==> config.mk <==
export PLATFORM = sky130hd
export DESIGN_NAME = pulse_counter_ctrl
export DESIGN_NICKNAME = d
export VERILOG_FILES = /design/src/rtl/pulse_counter_pkg.sv /design/src/rtl/pulse_edge_counter.sv /design/src/rtl/pulse_counter_ctrl.sv
export SDC_FILE = /design/constraint.sdc
export NUM_CORES = 1
export LEC_CHECK = 0
export BUFFER_PORTS_ARGS = -buffer_cell sky130_fd_sc_hd__buf_2
export CAP_MARGIN = 30
export CORE_MARGIN = 3
export CORE_UTILIZATION = 41
export CTS_CLUSTER_SIZE = 20
export DETAILED_ROUTE_END_ITERATION = 10
export PLACE_DENSITY_LB_ADDON = 0.05
export SKIP_LAST_GASP = 1
export SLEW_MARGIN = 20
export SYNTH_ARGS = -nofsm -noshare
export SYNTH_HDL_FRONTEND = slang
export SYNTH_SLANG_ARGS = --single-unit
==> constraint.sdc <==
create_clock -name clk -period 2 [get_ports clk]
set_input_delay 0.3 -clock clk [delete_from_list [all_inputs] [get_ports clk]]
set_output_delay 0.3 -clock clk [all_outputs]
set_load 0.005 [all_outputs]
==> src/rtl/pulse_counter_pkg.sv <==
// Shared register map, bit positions and mode encoding for the pulse counter block.
package pulse_counter_pkg;

  localparam logic [9:0] ADDR_CR_DEF  = 10'h0;
  localparam logic [9:0] ADDR_SR_DEF  = 10'h4;
  localparam logic [9:0] ADDR_CNT_DEF = 10'h8;
  localparam logic [9:0] ADDR_CMP_DEF = 10'hC;

  localparam int unsigned CR_EN     = 0;
  localparam int unsigned CR_CLR    = 1;
  localparam int unsigned CR_MODE   = 2;
  localparam int unsigned CR_OVF_IE = 3;
  localparam int unsigned CR_CMP_IE = 4;

  localparam int unsigned SR_OVF = 0;
  localparam int unsigned SR_CMP = 1;

  typedef enum logic {
    MODE_WRAP = 1'b0,
    MODE_SAT  = 1'b1
  } mode_e;

endpackage

==> src/rtl/pulse_edge_counter.sv <==
// Rising-edge detector feeding a wrap/saturate counter; flags overflow and compare
// match as single-cycle events aligned with the count update.
module pulse_edge_counter
  import pulse_counter_pkg::*;
#(
  parameter int unsigned CNT_W = 8
) (
  input  logic             clk,
  input  logic             rst_n,
  input  logic             pulse_in,
  input  logic             en,
  input  mode_e            mode,
  input  logic             clr,
  input  logic [CNT_W-1:0] cmp,
  output logic [CNT_W-1:0] count,
  output logic             ovf_evt,
  output logic             cmp_evt
);

  logic             prev;
  logic             edge_det;
  logic             step;
  logic [CNT_W-1:0] nxt;

  // clr suppresses the step so a colliding edge raises no event
  always_comb begin
    edge_det = pulse_in & ~prev;
    step     = edge_det & en & ~clr;
    ovf_evt  = step & (count == '1);
    if (count == '1) begin
      nxt = (mode == MODE_SAT) ? '1 : '0;
    end else begin
      nxt = count + CNT_W'(1);
    end
    cmp_evt = step & (nxt == cmp);
  end

  always_ff @(posedge clk) begin
    if (!rst_n) begin
      prev  <= 1'b0;
      count <= '0;
    end else begin
      prev <= pulse_in;
      if (clr) begin
        count <= '0;
      end else if (step) begin
        count <= nxt;
      end
    end
  end

endmodule

==> src/rtl/pulse_counter_ctrl.sv <==
// Pulse counter with CR/SR/CNT/CMP register file, sticky W1C status and a
// registered maskable interrupt.
module pulse_counter_ctrl
  import pulse_counter_pkg::*;
#(
  parameter int unsigned            CNT_W    = 8,
  parameter int unsigned            ADDR_W   = 10,
  parameter logic [ADDR_W-1:0]      ADDR_CR  = ADDR_W'(ADDR_CR_DEF),
  parameter logic [ADDR_W-1:0]      ADDR_SR  = ADDR_W'(ADDR_SR_DEF),
  parameter logic [ADDR_W-1:0]      ADDR_CNT = ADDR_W'(ADDR_CNT_DEF),
  parameter logic [ADDR_W-1:0]      ADDR_CMP = ADDR_W'(ADDR_CMP_DEF)
) (
  input  logic              clk,
  input  logic              rst_n,
  input  logic              wr_en,
  input  logic              rd_en,
  input  logic [ADDR_W-1:0] addr,
  input  logic [31:0]       wdata,
  input  logic              pulse_in,
  output logic [31:0]       rdata,
  output logic [CNT_W-1:0]  count,
  output logic              irq
);

  logic             cr_en;
  mode_e            cr_mode;
  logic             cr_ovf_ie;
  logic             cr_cmp_ie;
  logic             sr_ovf;
  logic             sr_cmp;
  logic [CNT_W-1:0] cmp_q;

  logic wr_cr;
  logic wr_sr;
  logic wr_cmp;
  logic clr;
  logic ovf_evt;
  logic cmp_evt;
  logic unused_wdata;

  always_comb begin
    wr_cr        = wr_en && (addr == ADDR_CR);
    wr_sr        = wr_en && (addr == ADDR_SR);
    wr_cmp       = wr_en && (addr == ADDR_CMP);
    clr          = wr_cr && wdata[CR_CLR];
    unused_wdata = ^wdata;
  end

  pulse_edge_counter #(
    .CNT_W(CNT_W)
  ) u_counter (
    .clk     (clk),
    .rst_n   (rst_n),
    .pulse_in(pulse_in),
    .en      (cr_en),
    .mode    (cr_mode),
    .clr     (clr),
    .cmp     (cmp_q),
    .count   (count),
    .ovf_evt (ovf_evt),
    .cmp_evt (cmp_evt)
  );

  // event OR-ed after the clear term so a same-cycle set beats W1C
  always_ff @(posedge clk) begin
    if (!rst_n) begin
      cr_en     <= 1'b0;
      cr_mode   <= MODE_WRAP;
      cr_ovf_ie <= 1'b0;
      cr_cmp_ie <= 1'b0;
      sr_ovf    <= 1'b0;
      sr_cmp    <= 1'b0;
      cmp_q     <= '1;
      irq       <= 1'b0;
    end else begin
      if (wr_cr) begin
        cr_en     <= wdata[CR_EN];
        cr_mode   <= mode_e'(wdata[CR_MODE]);
        cr_ovf_ie <= wdata[CR_OVF_IE];
        cr_cmp_ie <= wdata[CR_CMP_IE];
      end
      if (wr_cmp) begin
        cmp_q <= wdata[CNT_W-1:0];
      end
      sr_ovf <= ovf_evt | (sr_ovf & ~(wr_sr & wdata[SR_OVF]));
      sr_cmp <= cmp_evt | (sr_cmp & ~(wr_sr & wdata[SR_CMP]));
      irq    <= (sr_ovf & cr_ovf_ie) | (sr_cmp & cr_cmp_ie);
    end
  end

  always_comb begin
    rdata = '0;
    if (rd_en) begin
      case (addr)
        ADDR_CR: begin
          rdata[CR_EN]     = cr_en;
          rdata[CR_MODE]   = cr_mode;
          rdata[CR_OVF_IE] = cr_ovf_ie;
          rdata[CR_CMP_IE] = cr_cmp_ie;
        end
        ADDR_SR: begin
          rdata[SR_OVF] = sr_ovf;
          rdata[SR_CMP] = sr_cmp;
        end
        ADDR_CNT: rdata = 32'(count);
        ADDR_CMP: rdata = 32'(cmp_q);
        default:  rdata = '0;
      endcase
    end
  end

endmodule
==> results.md <==
- Hold Slack: 0.234 ns
- Min Tclk post-route: 1.91 ns
- Sequential area share after synthesis: 28.9%
- Commonest cells after routing, fill and taps aside: nand2_1 (40), buf_2 (39), conb_1 (24), dfxtp_1 (22), buf_4 (22)
- Max IR drop VDD: 0.352 mV
- HP Class: input port to register
- Clock share of power: 44.6%
- H-Tree Level Count: 1
- Crit Path Max Fanout: 5
- Synth cell types: 41
- Initial antenna violation count: 0
- Reg clk slew, reported paths: 0.09 ns
- Total track usage: 17.2%
- Dpl ws: -0.0787 ns
- HPWL after DPL: 3350 um
- Area contributors post-synth: dfxtp_1 (29%), buf_4 (11%), nand2_1 (9.0%)
- Syn_area_per_cell: 7.52 um^2
- Final-report setup violation count: 0
- CTS Root Cell: clkbuf_8
- Worst EP required: 1.70 ns
- Max-cap violations: 0
- Setup Skew: 0.00657 ns
- CTS Hold Bufs: 0
- Reg2Reg Setup Slack: 0.16 ns
- Vias: 1658
- Port Buffers: 39
- Logic pwr share: 6.6%
- Largest net degree at the start of global routing: 19
- Gate Count Post-Synth: 221
- Die area: 4850 um^2
- WL met3: 243 um
- Hold_sp: wdata[6]
- Hold path cells: 3
- NetSw: 0.209 mW
- Reg-to-reg startpoint: u_counter.count[0]$_SDFFE_PP0P_
- Register-to-Register Path Depth: 8
- Ys async rst share: 0%
- Routed wl met2: 2110 um
- Max-slew violation count: 0
- Ys flop type: dfxtp_1
- Critical Path Max Stage Delay: 0.28 ns
- # diodes: 0
- Clock Latency Late Sink: 0.27 ns
- Post-synth EDFFs: 0
- Internal power: 0.770 mW
- Top cell type by total area after synthesis: dfxtp_1
- First-pass GRT wire length: 6870 um
- Top-area cell type share of the netlist area: 28.9%
- Crit path max-delay cell type: nor4_4
- Critical-path cell list: buf_2, nor4_4, and2_4, nor3b_2, buf_4, a22oi_1, a21boi_0, buf_2
- GP Congestion: 0.821
- CTS Sinks: 24
- Crit Reg-Reg Endpoint: sr_cmp$_SDFF_PN0_
- DR DRC count: 0
- Final period util: 95.3%
- Vias per cell: 5.13
- Placed Area: 1940 um^2
- PwrDens: 470 nW/um^2
- Crit path DAT: 1.61 ns
- Area grow syn2layout: 25.4%
- DR top layer: met4
- Drt initial violations: 121
- Core ar.: 3770 um^2
- Final WL: 4380 um
- Initial Util: 44.1%
- Achievable Freq: 524 MHz
- Worst Setup Path Type: input port to primary output
- Die width: 69.7 um
- WHS Endpoint: cmp_q[6]$_SDFFE_PN1P_
- GR Overflow Total: 0
- Antenna viol nets, final: 0
- Vias in the first global route: 1413
- YS warnings: 0
- Mapped cell area: 1660 um^2
- DRT Pass-1 Iters: 4
- Die Ht: 69.7 um
- Cell area after layout: 2080 um^2
- Reg power frac: 48.8%
- CTS buffer count: 3
- Fin nets: 324
- Wl on met1: 2000 um
- Final hold vios: 0
- Status: completed
- WL per Instance: 13.5 um
- Leakage Power: 0.932 nW
- #FFs+latches synth: 24
- Startpoint Class: input port
- Boundary Pins: 88
- Share of layout cells above drive strength 1: 29.5%
- CTS tree: done
- Most frequent CP cell: buf_2
- Most common cell after layout, fill and taps aside: nand2_1
- Critical Path End Type: primary output
- Design Power: 0.979 mW
- Row cnt: 22
- Fin worst setup slack: 0.0934 ns
- Sw frac: 21.4%
- Fill count: 390
- Clock buffer depth: 2
[logic make-up after synthesis]
| group | after synthesis | share of synthesized area [%] |
|---|---|---|
| AOI/OAI and AO/OA | 44 | 19.2 |
| xor gates and xnor gates | 7 | 3.69 |
| adders and majority gates | 1 | 0.753 |
| buffers and inverters | 39 | 14.8 |
| DFF | 24 | 28.9 |
| muxes | 6 | 3.92 |
| other | 1 | 0.226 |
| and+or+nand+nor | 99 | 28.5 |
[through the flow]
step                      TNS (ns)  util (%)  std cells
final                            0      55.2        323
after global routing      -0.00334      55.2        323
after detailed placement    -0.495      51.5        317
after CTS                        0      53.5        321
after global placement      -0.802      51.5        317
after floorplan                  0         -        244
[area by class of cell]
| cell class | instances | area [um^2] | area share (%) |
|---|---|---|---|
| inverters | 4 | 15.0 | 0.721 |
| repair buffers | 62 | 372 | 17.8 |
| clock buffers | 3 | 41.3 | 1.98 |
| flip-flops and latches | 24 | 485 | 23.3 |
| multi-input cells | 181 | 1080 | 51.8 |
| well taps | 48 | 60.1 | 2.88 |
| clock inverters | 1 | 30.0 | 1.44 |
[Yosys cell counts, types with 2 or more instances]
master     n
and2_1     5
o21ai_0    6
clkbuf_1   8
dfxtp_1   24
nand3_1   15
nor4_1     2
and3b_1    2
a21boi_0   8
buf_2      2
inv_1      4
nor3_1     6
nor2_1    17
mux2i_1    5
nand2_1   40
xnor2_1    3
nor2b_1    5
a22oi_1   10
a211oi_1   4
buf_4     24
a21oi_1    6
xor2_1     4
o211ai_1   2
[power by group through the flow]
stage	clock, mW	combinational, mW	sequential [mW]
6_report	0.437	0.0650	0.478
5_1_grt	0.461	0.0731	0.478
4_1_cts	0.443	0.0573	0.479
3_5_place_dp	0	0.0572	0.490
3_3_place_gp	0	0.0570	0.490
2_1_floorplan	0	0.0600	0.490
[registers in the layout, summed over array words and instances (netlist names)]
name             flops
cr_cmp_ie            1
sr_ovf               1
irq                  1
cr_en                1
cr_mode              1
u_counter.prev       1
cr_ovf_ie            1
sr_cmp               1
cmp_q                8
u_counter.count      8
[worst max-delay path by stage]
stage / end / startpoint / slack [ns]
finish: rdata[2] / addr[7] / 0.09
global route: rdata[2] / addr[7] / -0.003
CTS: rdata[2] / addr[1] / 0.002
detailed placement: rdata[5] / addr[1] / -0.08
global placement: rdata[2] / addr[7] / -0.14
floorplan: sr_cmp$_SDFF_PN0_ / u_counter.count[3]$_SDFFE_PP0P_ / 0.02
[routing by layer]
layer	global-route usage, %	up-vias
met1	23.6	770
met3	3.19	4
met5	0	-
met4	3.19	0
li1	-	830
met2	28.3	54
[worst max-delay path: cells and delay by family]
kind / cells / cell delay [ns]
AOI/OAI and AO/OA: 2 / 0.27
and+or+nand+nor: 3 / 0.63
buffers and inverters: 3 / 0.42
[what timing repair did]
item | in CTS | in global routing
gates resized for setup | 2 | 12
pin swaps | 0 | 3
setup endpoints to repair | 8 | 9
buffers inserted | 0 | 2
Power figures use the tool's default switching activity.
